--- config.mk ---
export PLATFORM = sky130hd
export DESIGN_NAME = mips_multicycle_ctrl
export DESIGN_NICKNAME = d
export VERILOG_FILES = /design/src/rtl/mips_pkg.sv /design/src/rtl/mips_multicycle_ctrl_alu_decoder.sv /design/src/rtl/mips_multicycle_ctrl.sv
export SDC_FILE = /design/constraint.sdc
export NUM_CORES = 1
export LEC_CHECK = 0
export BUFFER_PORTS_ARGS = -buffer_cell sky130_fd_sc_hd__buf_2
export CELL_PAD_IN_SITES_DETAIL_PLACEMENT = 0
export CELL_PAD_IN_SITES_GLOBAL_PLACEMENT = 1
export CORE_MARGIN = 3
export CORE_UTILIZATION = 27
export DETAILED_ROUTE_END_ITERATION = 7
export GPL_TIMING_DRIVEN = 0
export PLACE_DENSITY_LB_ADDON = 0.12
export SLEW_MARGIN = 5
export SYNTH_ARGS = -nofsm -noshare
export SYNTH_HDL_FRONTEND = slang
export SYNTH_HIERARCHICAL = 1
export SYNTH_SLANG_ARGS = --single-unit
--- constraint.sdc ---
create_clock -name CLK -period 1.9 [get_ports CLK]
set_input_delay 0.19 -clock CLK [delete_from_list [all_inputs] [get_ports CLK]]
set_output_delay 0.19 -clock CLK [all_outputs]
set_load 0.005 [all_outputs]
--- src/rtl/mips_pkg.sv ---
// Shared types and constants for the multicycle MIPS controller:
// FSM states, opcode/funct encodings, ALU control codes and the control word.
package mips_pkg;

    typedef enum logic [3:0] {
        S_FETCH  = 4'd0,
        S_DECODE = 4'd1,
        S_MEMADR = 4'd2,
        S_MEMRD  = 4'd3,
        S_MEMWB  = 4'd4,
        S_MEMWR  = 4'd5,
        S_EXEC   = 4'd6,
        S_ALUWB  = 4'd7,
        S_BRANCH = 4'd8,
        S_ADDIEX = 4'd9,
        S_ADDIWB = 4'd10,
        S_JUMP   = 4'd11
    } state_e;

    localparam logic [5:0] OP_LW    = 6'b100011;
    localparam logic [5:0] OP_SW    = 6'b101011;
    localparam logic [5:0] OP_RTYPE = 6'b000000;
    localparam logic [5:0] OP_BEQ   = 6'b000100;
    localparam logic [5:0] OP_ADDI  = 6'b001000;
    localparam logic [5:0] OP_J     = 6'b000010;

    localparam logic [5:0] FUNCT_ADD = 6'b100000;
    localparam logic [5:0] FUNCT_SUB = 6'b100010;
    localparam logic [5:0] FUNCT_AND = 6'b100100;
    localparam logic [5:0] FUNCT_OR  = 6'b100101;
    localparam logic [5:0] FUNCT_SLT = 6'b101010;

    localparam logic [2:0] ALU_AND = 3'b000;
    localparam logic [2:0] ALU_OR  = 3'b001;
    localparam logic [2:0] ALU_ADD = 3'b010;
    localparam logic [2:0] ALU_SUB = 3'b110;
    localparam logic [2:0] ALU_SLT = 3'b111;

    localparam logic [1:0] ALUOP_ADD   = 2'b00;
    localparam logic [1:0] ALUOP_SUB   = 2'b01;
    localparam logic [1:0] ALUOP_FUNCT = 2'b10;

    typedef struct packed {
        logic       iord;
        logic       irwrite;
        logic       memwrite;
        logic       regdst;
        logic       mem2reg;
        logic       regwrite;
        logic       alusrca;
        logic [1:0] alusrcb;
        logic [1:0] pcsrc;
        logic       pcwrite;
        logic       branch;
        logic [1:0] aluop;
        logic       instr_done;
        logic       illegal;
    } ctrl_t;

endpackage

--- src/rtl/mips_multicycle_ctrl_alu_decoder.sv ---
// Combinational ALU control decode from the FSM's aluop and the R-type funct field.
module alu_decoder
    import mips_pkg::*;
(
    input  logic [1:0] aluop,
    input  logic [5:0] funct,
    output logic [2:0] alu_control
);

    always_comb begin
        alu_control = ALU_ADD;
        case (aluop)
            ALUOP_ADD: alu_control = ALU_ADD;
            ALUOP_SUB: alu_control = ALU_SUB;
            ALUOP_FUNCT: begin
                case (funct)
                    FUNCT_ADD: alu_control = ALU_ADD;
                    FUNCT_SUB: alu_control = ALU_SUB;
                    FUNCT_AND: alu_control = ALU_AND;
                    FUNCT_OR:  alu_control = ALU_OR;
                    FUNCT_SLT: alu_control = ALU_SLT;
                    default:   alu_control = ALU_ADD;
                endcase
            end
            default: alu_control = ALU_ADD;
        endcase
    end

endmodule

--- src/rtl/mips_multicycle_ctrl.sv ---
// Moore control FSM for a multicycle MIPS datapath (lw, sw, R-type, beq, addi, j).
// All control outputs are held at zero while RST is high.
module mips_multicycle_ctrl
    import mips_pkg::*;
#(
    parameter bit TRAP_ILLEGAL = 1'b1
) (
    input  logic       CLK,
    input  logic       RST,
    input  logic [5:0] op,
    input  logic [5:0] funct,
    input  logic       zero,
    output logic       iord,
    output logic       irwrite,
    output logic       memwrite,
    output logic       regdst,
    output logic       mem2reg,
    output logic       regwrite,
    output logic       alusrca,
    output logic [1:0] alusrcb,
    output logic [1:0] pcsrc,
    output logic       pcen,
    output logic [2:0] alu_control,
    output logic [3:0] state_o,
    output logic       instr_done,
    output logic       illegal
);

    state_e     state_q, state_d;
    ctrl_t      ctrl_c, ctrl;
    logic [2:0] alu_control_raw;

    // NOTE: state registers use non-blocking assignment so every flop samples pre-edge values.
    always_ff @(posedge CLK) begin
        if (RST) begin
            state_q <= S_FETCH;
        end else begin
            state_q <= state_d;
        end
    end

    // NOTE: every combinational output gets a default first, so no path can infer a latch.
    always_comb begin
        ctrl_c  = '0;
        state_d = S_FETCH;
        case (state_q)
            S_FETCH: begin
                ctrl_c.irwrite = 1'b1;
                ctrl_c.pcwrite = 1'b1;
                ctrl_c.alusrcb = 2'b01;
                state_d        = S_DECODE;
            end
            S_DECODE: begin
                ctrl_c.alusrcb = 2'b11;
                case (op)
                    OP_LW, OP_SW: state_d = S_MEMADR;
                    OP_RTYPE:     state_d = S_EXEC;
                    OP_BEQ:       state_d = S_BRANCH;
                    OP_ADDI:      state_d = S_ADDIEX;
                    OP_J:         state_d = S_JUMP;
                    default: begin
                        state_d           = S_FETCH;
                        ctrl_c.instr_done = 1'b1;
                        ctrl_c.illegal    = TRAP_ILLEGAL;
                    end
                endcase
            end
            S_MEMADR: begin
                ctrl_c.alusrca = 1'b1;
                ctrl_c.alusrcb = 2'b10;
                state_d        = (op == OP_SW) ? S_MEMWR : S_MEMRD;
            end
            S_MEMRD: begin
                ctrl_c.iord = 1'b1;
                state_d     = S_MEMWB;
            end
            S_MEMWB: begin
                ctrl_c.mem2reg    = 1'b1;
                ctrl_c.regwrite   = 1'b1;
                ctrl_c.instr_done = 1'b1;
            end
            S_MEMWR: begin
                ctrl_c.iord       = 1'b1;
                ctrl_c.memwrite   = 1'b1;
                ctrl_c.instr_done = 1'b1;
            end
            S_EXEC: begin
                ctrl_c.alusrca = 1'b1;
                ctrl_c.aluop   = ALUOP_FUNCT;
                state_d        = S_ALUWB;
            end
            S_ALUWB: begin
                ctrl_c.regdst     = 1'b1;
                ctrl_c.regwrite   = 1'b1;
                ctrl_c.instr_done = 1'b1;
            end
            S_BRANCH: begin
                ctrl_c.alusrca    = 1'b1;
                ctrl_c.aluop      = ALUOP_SUB;
                ctrl_c.pcsrc      = 2'b01;
                ctrl_c.branch     = 1'b1;
                ctrl_c.instr_done = 1'b1;
            end
            S_ADDIEX: begin
                ctrl_c.alusrca = 1'b1;
                ctrl_c.alusrcb = 2'b10;
                state_d        = S_ADDIWB;
            end
            S_ADDIWB: begin
                ctrl_c.regwrite   = 1'b1;
                ctrl_c.instr_done = 1'b1;
            end
            S_JUMP: begin
                ctrl_c.pcsrc      = 2'b10;
                ctrl_c.pcwrite    = 1'b1;
                ctrl_c.instr_done = 1'b1;
            end
            default: state_d = S_FETCH;
        endcase
    end

    alu_decoder u_alu_decoder (
        .aluop       (ctrl.aluop),
        .funct       (funct),
        .alu_control (alu_control_raw)
    );

    // Reset gates the control word combinationally so no write can leak out during reset.
    assign ctrl        = RST ? '0 : ctrl_c;
    assign alu_control = RST ? 3'b000 : alu_control_raw;

    assign iord       = ctrl.iord;
    assign irwrite    = ctrl.irwrite;
    assign memwrite   = ctrl.memwrite;
    assign regdst     = ctrl.regdst;
    assign mem2reg    = ctrl.mem2reg;
    assign regwrite   = ctrl.regwrite;
    assign alusrca    = ctrl.alusrca;
    assign alusrcb    = ctrl.alusrcb;
    assign pcsrc      = ctrl.pcsrc;
    assign pcen       = ctrl.pcwrite | (ctrl.branch & zero);
    assign instr_done = ctrl.instr_done;
    assign illegal    = ctrl.illegal;
    assign state_o    = state_q;

endmodule

After elaboration in Yosys (flattened, before gate mapping) --
Index checks and enable logic that the tools add are counted.
Word-level totals: RAM bits 0, register bits 4, bits in latches 0, bits in read-only memories 0, input bits 15, output and inout port bits 21, memories 0
Cells by class: bitwise gates (word level) 2, div/mod/pow operators 0, reduce and logical (&&, ||, !) cells 10, magnitude comparators 0, shift-type cells 0, eq/ne operators 22, multiply operators 0, muxes and demuxes 22, add/sub/neg operators 0
Operator list (number):
- $eq 6x6->1 const B | 6
- $pmux 4 s6 | 1
- $pmux 4 s5 | 1
- $mux 17 | 1
- $eq 4x3->1 const B | 4
- $eq 4x4->1 const B | 4
- $pmux 3 s4 | 1
- $reduce_or 6->1 | 2
- $mux 1 | 10
- $eq 4x2->1 const B | 2
- $pmux 2 s2 | 2
- $reduce_or 2->1 | 4
- $eq 6x2->1 const B | 1
- $eq 6x3->1 const B | 1
- $eq 6x4->1 const B | 1
- $logic_not 6->1 | 1
- $mux 3 | 2
- $pmux 2 s3 | 1
- $pmux 3 s2 | 1
- $eq 4x1->1 const B | 1
- $logic_not 4->1 | 1
- $reduce_or 4->1 | 1
- $reduce_or 3->1 | 1
- $eq 2x1->1 const B | 1
- other kinds (5) | 5

Longest topological paths before layout --
depth after elaboration 8, mapped depth 9, depth with buffers taken out 7

Cells and area by module --
The synthesis kept the hierarchy.
By module, submodules not included:
- mips_multicycle_ctrl | seq. area each 80.1 µm², cells an instance 85, area each 583.1 µm², instances 1
- alu_decoder | seq. area each 0.0 µm², cells an instance 15, area each 118.9 µm², instances 1

Worst setup path after synthesis --
Ideal clock, no wire load.
kind flip-flop to output port, start point register state_q[1], in the netlist state_o[1], end point output port alu_control[2], path slack -0.156 ns, cell stages (with the launch flop) 9, buffers on the path 1, data required time 1.710 ns, arrival 1.866 ns, cell sequence dfxtp_1 > buf_6 > or3_1 > nor2_1 > inv_1 > ha_1 > nand4bb_1 > o22ai_1 > nor2b_1
RTL lines:
- from (decl) | RTL line mips_multicycle_ctrl.sv:29 | state_e state_q, state_d;
- from (signal assigned) | RTL line mips_multicycle_ctrl.sv:38 | state_q <= state_d;
- to (decl) | RTL line mips_multicycle_ctrl.sv:23 | output logic [2:0] alu_control,

==> results.sh <==
export IMPL_postSynthAreaPerCell_um2=7.02
export IMPL_ys_warn_count=6
export IMPL_hold_buffers=0
export IMPL_grt_pass1_wl_um=3460
export IMPL_crit_fanout=4
export IMPL_synth_top_area_frac=0.114
export IMPL_routed_wl_um=2100
export IMPL_drc_errors=0
export IMPL_clk_pin_slew_worst_paths_ps=40
export IMPL_synthArstFlopShare=0
export IMPL_viasPerCell=5.22
export IMPL_grt_max_degree=11
export IMPL_final_util=0.445
export IMPL_largest_reg_flops=4
export IMPL_coreArea_um2=2340
export IMPL_drtAntennaViolNets=0
export IMPL_ys_ff_latch=4
export IMPL_max_slew_margin=0.627
export IMPL_grt_usage=0.134
export IMPL_wl_per_cell_um=12.5
export IMPL_synth_area_top_cells="dfxtp_1, nor2_1, nor3_1, buf_4, a21oi_1"
export IMPL_required_ps=1710
export IMPL_highest_layer="met4"
export IMPL_finalWorstSetupSlack_ps=-289
export IMPL_areaGrowthSynthToFinish_pct=48.5
export IMPL_dpl_hpwl_um=1580
export IMPL_die_w_um=57.0
export IMPL_pin_count=36
export IMPL_hp_class="in2reg"
export IMPL_synth_common_cells="nor2_1, nor3_1"
export IMPL_cp_arrival_ps=2000
export IMPL_drtIter0Drc=13
export IMPL_root_buffer="clkbuf_4"
export IMPL_syn_inst=100
export IMPL_cts_tree="built"
export IMPL_wirelength_met1_um=994
export IMPL_leakagePower_nw=0.460
export IMPL_drive_gt1_frac=0.521
export IMPL_synth_seq_area_share=0.114
export IMPL_grt_overflow=0
export IMPL_htree_levels=1
export IMPL_cts_made_buffers=3
export IMPL_peakVddDrop_v=0.000189
export IMPL_min_period_ps=2190
export IMPL_crit_path_start_kind="register"
export IMPL_dp_slack_ps=-226
export IMPL_nNetsFinal=159
export IMPL_timing_hold_ws_ps=277
export IMPL_synthDistinctLibCells=41
export IMPL_synth_edff_count=0
export IMPL_rsz0062_at_grt="true"
export IMPL_route_met3_wl_um=195
export IMPL_cap_violations=0
export IMPL_diodes=0
export IMPL_grt_pass1_vias=753
export IMPL_finalSetupViolations=3
export IMPL_synth_most_common_cell="nor2_1"
export IMPL_violations="negative setup slack"
export IMPL_numPortBuffers=34
export IMPL_netlist_area_um2=702
export IMPL_syn_num_nets=117
export IMPL_std_cell_rows=17
export IMPL_slew_violations=0
export IMPL_clk_insertion_delay_late_ps=240
export IMPL_max_slew_worst_pin_slew_ps=560
export IMPL_cts_path_max_buffers=2
export IMPL_dr_total_vias=877
export IMPL_criticalPathCategory="reg2out"
export IMPL_start_util=0.300
export IMPL_dieArea_um2=3250
export IMPL_power_density_nw_per_um2=317
export IMPL_ys_flop_type="dfxtp_1"
export IMPL_status="complete, but fails checks"
export IMPL_power_total_mw=0.330
export IMPL_gp_congestion=0.789
export IMPL_dr_wl_met2_um=880
export IMPL_post_route_period_util=1.15
export IMPL_die_y_um=57.0
export IMPL_hold_viol_final=0
export IMPL_yosysTopAreaCell="dfxtp_1"
export IMPL_end_kind="output port"
export IMPL_cts_sinks=4
export IMPL_max_freq_mhz=457
export IMPL_worst_clock_skew_ps=7.70
export IMPL_antenna_found_initial=0
export IMPL_dr_pass1_iters=6
metal layers:
layer | GRT usage | vias to the layer above
li1 | - | 435
met1 | 0.187 | 400
met2 | 0.191 | 40
met3 | 0.0294 | 2
met4 | 0.0695 | 0
met5 | 0 | -
cells in the final DEF (no fill, tap or decap), types with 2 or more instances in the layout:
cell type / count
nor4b_1: 2
inv_1: 4
nor3_1: 8
o21ai_0: 4
a31oi_1: 2
nand3_1: 5
clkbuf_4: 3
nor2_1: 14
dfxtp_2: 3
nand2b_1: 3
xor2_1: 2
o21a_1: 2
buf_2: 36
buf_4: 11
a21oi_1: 4
final timing paths:
path | from | endpoint | slack (ps) | cells past startpoint
setup / recovery | state_o[1]$_SDFF_PP0_ | alu_control[2] | -290 | 9
hold / removal | RST | state_o[3]$_SDFF_PP0_ | 280 | 2
setup reg to reg | state_o[1]$_SDFF_PP0_ | state_o[0]$_SDFF_PP0_ | 540 | 6
hold reg to reg | state_o[1]$_SDFF_PP0_ | state_o[0]$_SDFF_PP0_ | 670 | 3
final cells by class:
class	instances	area, um^2
plain buffers	10	70.1
flip-flops and latches	4	83.8
clock buffers	3	22.5
well taps	28	35.0
inverters	5	18.8
repair buffers	39	208
fillers	254	1300
multi-input cells	79	604
cells by family (layout without fill, tap and decap cells):
kind of cell    after synthesis  in the layout  synth area share
simple gates                 52             52             0.467
compound gates               22             22             0.210
buf+inv                      17             57             0.135
flops                         4              4             0.114
xor+xnor                      3              3            0.0374
fa+ha+maj                     2              2            0.0356
per-stage QoR:
step	setup TNS [ps]	std cells	cell area, um^2
detailed placement	-556	162	942
floorplan	0	100	737
finish	-747	168	1040
global route	-1230	168	1040
global placement	-540	162	942
CTS	-946	169	1020
report_power, final:
| group | internal [mW] | total [mW] | switching [mW] | leakage, nW |
|---|---|---|---|---|
| clock network | 0.0710 | 0.111 | 0.0402 | 0.0138 |
| logic | 0.0639 | 0.127 | 0.0633 | 0.412 |
| registers | 0.0876 | 0.0917 | 0.00408 | 0.0338 |
| total | 0.223 | 0.330 | 0.108 | 0.460 |
what timing repair did:
item | CTS | global route
resized for setup | 7 | 7
setup endpoints to repair | 4 | 5
pin swaps | 6 | 3
buffers inserted | 5 | 0
critical path, stage by stage (launching register included):
cell and delay [ps]:
dfxtp_2 320, buf_6 110, or3_4 380, nor2_4 100
inv_2 50, ha_4 220, nand4bb_4 200, o22ai_2 130
nor2b_4 140, buf_2 110
Power figures use the tool's default switching activity.
